**src/rtl/fetch_seq_pkg.sv**
```systemverilog
// Shared state encoding, default widths and slot-counter helpers for the fetch sequencer.
package fetch_seq_pkg;

    typedef enum logic [2:0] {
        ST_IDLE   = 3'd0,
        ST_FILL   = 3'd1,
        ST_RUN    = 3'd2,
        ST_DRAIN  = 3'd3,
        ST_HALTED = 3'd4
    } seq_state_t;

    localparam int DEF_IMW = 4;
    localparam int DEF_DW  = 32;
    localparam int DEF_IW  = 32;
    localparam int DEF_RFW = 5;

    localparam int CNT_W = 4;

    // Terminal count for a slot counter that must span (depth - offset + 1) counts.
    function automatic logic [CNT_W-1:0] slot_last(input int depth, input int offset);
        return CNT_W'(depth - offset);
    endfunction

endpackage

```
**src/rtl/seq_slot_counter.sv**
```systemverilog
// 4-bit slot counter with clear, enable and terminal-count compare against a runtime value.
module seq_slot_counter
    import fetch_seq_pkg::*;
(
    input  logic             clk,
    input  logic             i_rst,
    input  logic             i_clr,
    input  logic             i_en,
    input  logic [CNT_W-1:0] i_last,
    output logic             o_tc
);

    logic [CNT_W-1:0] r_count;

    always_ff @(posedge clk) begin
        if (i_rst || i_clr) begin
            r_count <= '0;
        end else if (i_en) begin
            r_count <= r_count + CNT_W'(1);
        end
    end

    assign o_tc = (r_count == i_last);

endmodule

```
**src/rtl/fetch_sequencer.sv**
```systemverilog
// Fetch/writeback sequencer: PC generation, fill/drain tracking, branch redirect, halt and wrap.
// Optional wrong-path writeback squash after RUN branches is built when FETCH_SEQ_FLUSH_EN is defined.
module fetch_sequencer
    import fetch_seq_pkg::*;
#(
    parameter int IMW        = DEF_IMW,
    parameter int PIPE_DEPTH = 4,
    parameter int RESET_VEC  = 0,
    parameter int PC_LAST    = (1 << IMW) - 1
) (
    input  logic           clk,
    input  logic           rf_reset,
    input  logic           start,
    input  logic           stall,
    input  logic           halt_req,
    input  logic           br_valid,
    input  logic [IMW-1:0] br_target,
    output logic [IMW-1:0] pc_in,
    output logic           im_cs,
    output logic           rf_we_e,
    output logic [2:0]     state,
    output logic           wrap
);

    localparam logic [IMW-1:0]   RV        = IMW'(RESET_VEC);
    localparam logic [IMW-1:0]   LAST      = IMW'(PC_LAST);
    localparam logic [CNT_W-1:0] SLOT_LAST = slot_last(PIPE_DEPTH, 1);

    seq_state_t     r_state;
    logic [IMW-1:0] r_pc;
    logic           r_im_cs;
    logic           r_rf_we;
    logic           r_wrap;

    logic [IMW-1:0] w_pc_nxt;
    logic           w_wrap_nxt;
    logic           w_fill_clr;
    logic           w_fill_en;
    logic           w_fill_tc;
    logic           w_drain_clr;
    logic           w_drain_en;
    logic           w_drain_tc;

    // Branch beats stall; otherwise a non-stalled cycle increments or wraps.
    always_comb begin
        w_pc_nxt   = r_pc;
        w_wrap_nxt = 1'b0;
        if (br_valid) begin
            w_pc_nxt = br_target;
        end else if (!stall) begin
            if (r_pc >= LAST) begin
                w_pc_nxt   = RV;
                w_wrap_nxt = 1'b1;
            end else begin
                w_pc_nxt = r_pc + IMW'(1);
            end
        end
    end

    assign w_fill_clr  = ((r_state == ST_IDLE) || (r_state == ST_HALTED)) && start;
    assign w_fill_en   = (r_state == ST_FILL) && !stall;
    assign w_drain_clr = (r_state == ST_RUN) && halt_req;
    assign w_drain_en  = (r_state == ST_DRAIN) && !stall;

    seq_slot_counter u_fill_cnt (
        .clk    (clk),
        .i_rst  (rf_reset),
        .i_clr  (w_fill_clr),
        .i_en   (w_fill_en),
        .i_last (SLOT_LAST),
        .o_tc   (w_fill_tc)
    );

    seq_slot_counter u_drain_cnt (
        .clk    (clk),
        .i_rst  (rf_reset),
        .i_clr  (w_drain_clr),
        .i_en   (w_drain_en),
        .i_last (SLOT_LAST),
        .o_tc   (w_drain_tc)
    );

`ifdef FETCH_SEQ_FLUSH_EN
    localparam logic [CNT_W-1:0] FLUSH_LAST = slot_last(PIPE_DEPTH, 2);

    logic r_flush;
    logic w_flush_set;
    logic w_flush_end;
    logic w_flush_tc;

    assign w_flush_set = (r_state == ST_RUN) && !halt_req && br_valid;
    assign w_flush_end = r_flush && !stall && w_flush_tc;

    // Restarts on every RUN branch, so a branch mid-flush extends the squash window.
    seq_slot_counter u_flush_cnt (
        .clk    (clk),
        .i_rst  (rf_reset),
        .i_clr  (w_flush_set),
        .i_en   (r_flush && !stall),
        .i_last (FLUSH_LAST),
        .o_tc   (w_flush_tc)
    );
`endif

    always_ff @(posedge clk) begin
        if (rf_reset) begin
            r_state <= ST_IDLE;
            r_pc    <= RV;
            r_im_cs <= 1'b0;
            r_rf_we <= 1'b0;
            r_wrap  <= 1'b0;
`ifdef FETCH_SEQ_FLUSH_EN
            r_flush <= 1'b0;
`endif
        end else begin
            r_wrap <= 1'b0;
`ifdef FETCH_SEQ_FLUSH_EN
            if (w_flush_end) begin
                r_flush <= 1'b0;
                r_rf_we <= 1'b1;
            end
            if (w_flush_set) begin
                r_flush <= 1'b1;
                r_rf_we <= 1'b0;
            end
`endif
            case (r_state)
                ST_IDLE, ST_HALTED: begin
                    if (start) begin
                        r_state <= ST_FILL;
                        r_im_cs <= 1'b1;
                    end
                end
                ST_FILL: begin
                    if (halt_req) begin
                        r_state <= ST_HALTED;
                        r_im_cs <= 1'b0;
                    end else begin
                        r_pc   <= w_pc_nxt;
                        r_wrap <= w_wrap_nxt;
                        if (!stall && w_fill_tc) begin
                            r_state <= ST_RUN;
                            r_rf_we <= 1'b1;
                        end
                    end
                end
                ST_RUN: begin
                    if (halt_req) begin
                        r_state <= ST_DRAIN;
                        r_im_cs <= 1'b0;
                    end else begin
                        r_pc   <= w_pc_nxt;
                        r_wrap <= w_wrap_nxt;
                    end
                end
                ST_DRAIN: begin
                    if (!stall && w_drain_tc) begin
                        r_state <= ST_HALTED;
                        r_rf_we <= 1'b0;
`ifdef FETCH_SEQ_FLUSH_EN
                        r_flush <= 1'b0;
`endif
                    end
                end
                default: begin
                    r_state <= ST_IDLE;
                end
            endcase
        end
    end

    assign pc_in   = r_pc;
    assign im_cs   = r_im_cs;
    assign rf_we_e = r_rf_we;
    assign state   = r_state;
    assign wrap    = r_wrap;

endmodule
```
**config.mk**
```make
export PLATFORM = sky130hd
export DESIGN_NAME = fetch_sequencer
export DESIGN_NICKNAME = d
export VERILOG_FILES = /design/src/rtl/fetch_seq_pkg.sv /design/src/rtl/seq_slot_counter.sv /design/src/rtl/fetch_sequencer.sv
export SDC_FILE = /design/constraint.sdc
export NUM_CORES = 1
export LEC_CHECK = 0
export CAP_MARGIN = 0
export CORE_MARGIN = 1
export CORE_UTILIZATION = 51
export DETAILED_ROUTE_END_ITERATION = 8
export GPL_TIMING_DRIVEN = 0
export PLACE_DENSITY = 0.79
export SLEW_MARGIN = 20
export SYNTH_ARGS = -nofsm -noshare
export SYNTH_HDL_FRONTEND = slang
export SYNTH_HIERARCHICAL = 1
export SYNTH_SLANG_ARGS = --single-unit
```
**constraint.sdc**
```tcl
create_clock -name clk -period 4.35 [get_ports clk]
set_input_delay 1.305 -clock clk [delete_from_list [all_inputs] [get_ports clk]]
set_output_delay 1.305 -clock clk [all_outputs]
set_load 0.02 [all_outputs]
```
==> results.toml <==
[finish]
nets = 164
multi_input_area_um2 = 689.4
final_cell_mix = "19 x clkdlybuf4s50_1, 18 x dfxtp_1, 12 x nor2_1, 10 x a21oi_1"
seqCellArea_um2 = 360.3
drive_gt1_share_pct = 8.000
layout_commonest_cell = "clkdlybuf4s50_1"
antenna_cells = 0
final_util_pct = 68.81
fin_cells = 177
area_growth_pct = 26.84
fillCellCount = 178

[place]
place_ws_ns = 1.157
dp.cells = 173
dpl.hpwl_um = 1645
io_buffer_count = 19
gp_congestion = 0.8063

[synth]
synth_edf_count = 0
yosys_warnings = 6
async_flop_share_pct = 0
synth_xor_xnor_area_share_pct = 9.857
synthMuxAreaShare_pct = 5.938
seq_area_frac_synth_pct = 34.20
ys_ff_latch = 18
syn_avg_cell_area_um2 = 8.707
syn_area_um2 = 1054
synthAdderAreaFrac_pct = 3.563
synth_compound_area_share_pct = 14.73
synth_top_family_by_area = "simple AND/OR/NAND/NOR gates"
synth_simple_gate_area_share_pct = 28.50
synth_ff_type = "dfxtp_1"
ys_types = 39
synth_cells = 121

[worst_hold_path]
worstHoldPathType = "flip-flop to flip-flop"

[grt]
grt_pass1_wl_um = 3346
grt_use_total_pct = 21.13
grt_max_degree = 11
grt_pass1_vias = 829
overflow = 0
antenna_found_initial = 0

[sta]
fmax_ghz = 0.3503
fin_crit_sh_pct = 65.62
tightest_slew_ns = 0.7463
skew_ns = 0.002290
finalHoldViolations = 0
worst_slack_ns = 1.495
slew_violations = 0
setup_viol = 0
slew_headroom_pct = 50.14
post-route-min-period_ns = 2.855
fin_hold_ws_ns = 0.4770
rsz0062_at_grt = "no"
tns_ns = 0

[power_and_ir_drop]
intPower_w = 0.0002476
switching_share_pct = 26.33
pwr-share-clk_pct = 31.3
power.switching_w = 0.00008852
pwr-share-comb_pct = 17.2
share_seq_of_total_power_pct = 51.5
p_per_area_nw_per_um2 = 251.5
ir_drop_mv = 0.1960
p_leak_nw = 0.5232

[floorplan]
core-area_um2 = 1942
ios = 20
die_area_um2 = 2252
start_util_pct = 54.25
die_h_um = 47.45
rows = 16
fp.dieW_um = 47.45

[critical_path]
cp_cell_sequence = "clkdlybuf4s50_1 -> nor3b_1 -> nand4_1 -> mux2_1"
slowest_stage = "nor3b_1"
worstPathArrival_ns = 3.04
path_class = "input port to flip-flop"
regToRegSetupSlack_ns = 2.24
max_stage_delay_ns = 0.68
path_buf_inv = 1
path_max_fanout = 8
required_ns = 4.54
endpoint_kind = "flip-flop"
path_delay_family = "simple AND/OR/NAND/NOR gates"
cp-start-kind = "input port"

[clock_tree]
htreeDepth = 1
numCtsBuffers = 3
clockBufferDepth = 2
cts_setup_buffers = 0
ctsHoldBuffers = 0
insertion_delay_ns = 0.29
postCtsResizedCells = 0
cts_tree = "done"
clock_sinks = 18
cts.clk_slew.worst_paths_ns = 0.11
cts_root_buffer = "clkbuf_4"

[status]
status = "finished, final reports clean"

[drt]
ant_nets = 0
firstDrtPassIters = 3
drc_errors = 0
drt-vias-per-instance = 5.181
vias = 917
wl_um = 2130
post_drt_wl_per_cell_um = 12.03
drtIter0Drc = 7

[job]
maxCapViolCount = 0
-- power by group through the flow --
stage	clock, W	sequential (W)	combinational, W
after floorplan	0	0.000180	0.0000304
after global placement	0	0.000176	0.0000563
after detailed placement	0	0.000177	0.0000576
after CTS	0.000109	0.000173	0.0000578
after global routing	0.000115	0.000174	0.0000635
final	0.000105	0.000173	0.0000578
-- synthesized netlist by cell type, types with 2 or more instances --
| library cell | count | area share [%] |
|---|---|---|
| nand4_1 | 2 | 1.2 |
| and3b_1 | 2 | 1.7 |
| dfxtp_1 | 18 | 34 |
| a211oi_1 | 2 | 1.4 |
| mux2_1 | 2 | 2.1 |
| or2_2 | 2 | 1.2 |
| nor3_1 | 4 | 1.9 |
| clkbuf_1 | 2 | 0.71 |
| nor2_1 | 12 | 4.3 |
| a21oi_1 | 10 | 4.8 |
| o21ai_0 | 3 | 1.4 |
| nor3b_1 | 3 | 2.1 |
| ha_1 | 3 | 3.6 |
| xnor2_1 | 2 | 1.7 |
| nand3_1 | 2 | 0.95 |
| nor2b_1 | 2 | 1.2 |
| nand3b_1 | 3 | 2.1 |
| nand2b_1 | 4 | 2.4 |
| o21ai_1 | 3 | 1.4 |
| nand2_1 | 7 | 2.5 |
| xor2_1 | 8 | 6.7 |
| conb_1 | 2 | 0.71 |
| mux2i_1 | 4 | 3.8 |
| a21bo_2 | 2 | 1.9 |
| nor4_1 | 3 | 1.8 |
-- tightest hold or removal path: stages, from the launching register on --
cell     delay, ns
dfxtp_1       0.34
nand2_1       0.05
a21oi_1       0.05
-- layer usage --
layer | global-route usage, % | share of wire (%)
met1 | 27.34 | 48
met3 | 3.396 | 1.6
met5 | 0 | 0
met4 | 8.571 | 0.66
met2 | 35.07 | 50
-- cell type report --
| cell class | count | area share, % |
|---|---|---|
| plain buffers | 4 | 1.685 |
| clock buffers | 4 | 2.715 |
| inverters | 1 | 0.2809 |
| multi-input cells | 104 | 51.59 |
| flip-flops and latches | 18 | 26.97 |
| well taps | 27 | 2.528 |
| repair buffers | 19 | 14.23 |
-- sequential cells by signal, indices dropped and copies added (netlist names) --
signal / cells
pc_in: 4
u_drain_cnt/r_count: 4
im_cs: 1
rf_we_e: 1
u_fill_cnt/r_count: 4
state: 3
wrap: 1
-- metrics by stage --
| step | cell area (µm²) | power (W) |
|---|---|---|
| 5_1_grt | 1336 | 0.0003525 |
| 6_report | 1336 | 0.0003361 |
| 3_5_place_dp | 1300 | 0.0002343 |
| 3_3_place_gp | 1300 | 0.0002328 |
| 2_1_floorplan | 1076 | 0.0002106 |
| 4_1_cts | 1336 | 0.0003395 |
-- cells by family (layout without fill, tap and decap cells) --
| kind of cell | after synthesis | after routing |
|---|---|---|
| flip-flops | 18 | 18 |
| XOR/XNOR | 11 | 11 |
| other | 2 | 8 |
| multiplexers | 6 | 6 |
| AND/OR/NAND/NOR | 51 | 51 |
| buffers and inverters | 5 | 28 |
| adder cells (fa/ha/maj) | 3 | 3 |
| AO/OA/AOI/OAI | 25 | 25 |
-- final timing paths --
| path | start | end | cells after the start |
|---|---|---|---|
| setup / recovery | stall | u_drain_cnt/r_count[3] | 4 |
| hold / removal | im_cs | im_cs | 2 |
| setup reg to reg | state[1] | u_drain_cnt/r_count[3] | 4 |
| hold reg to reg | im_cs | im_cs | 2 |
Note: power is estimated with default switching activity, not from simulation.
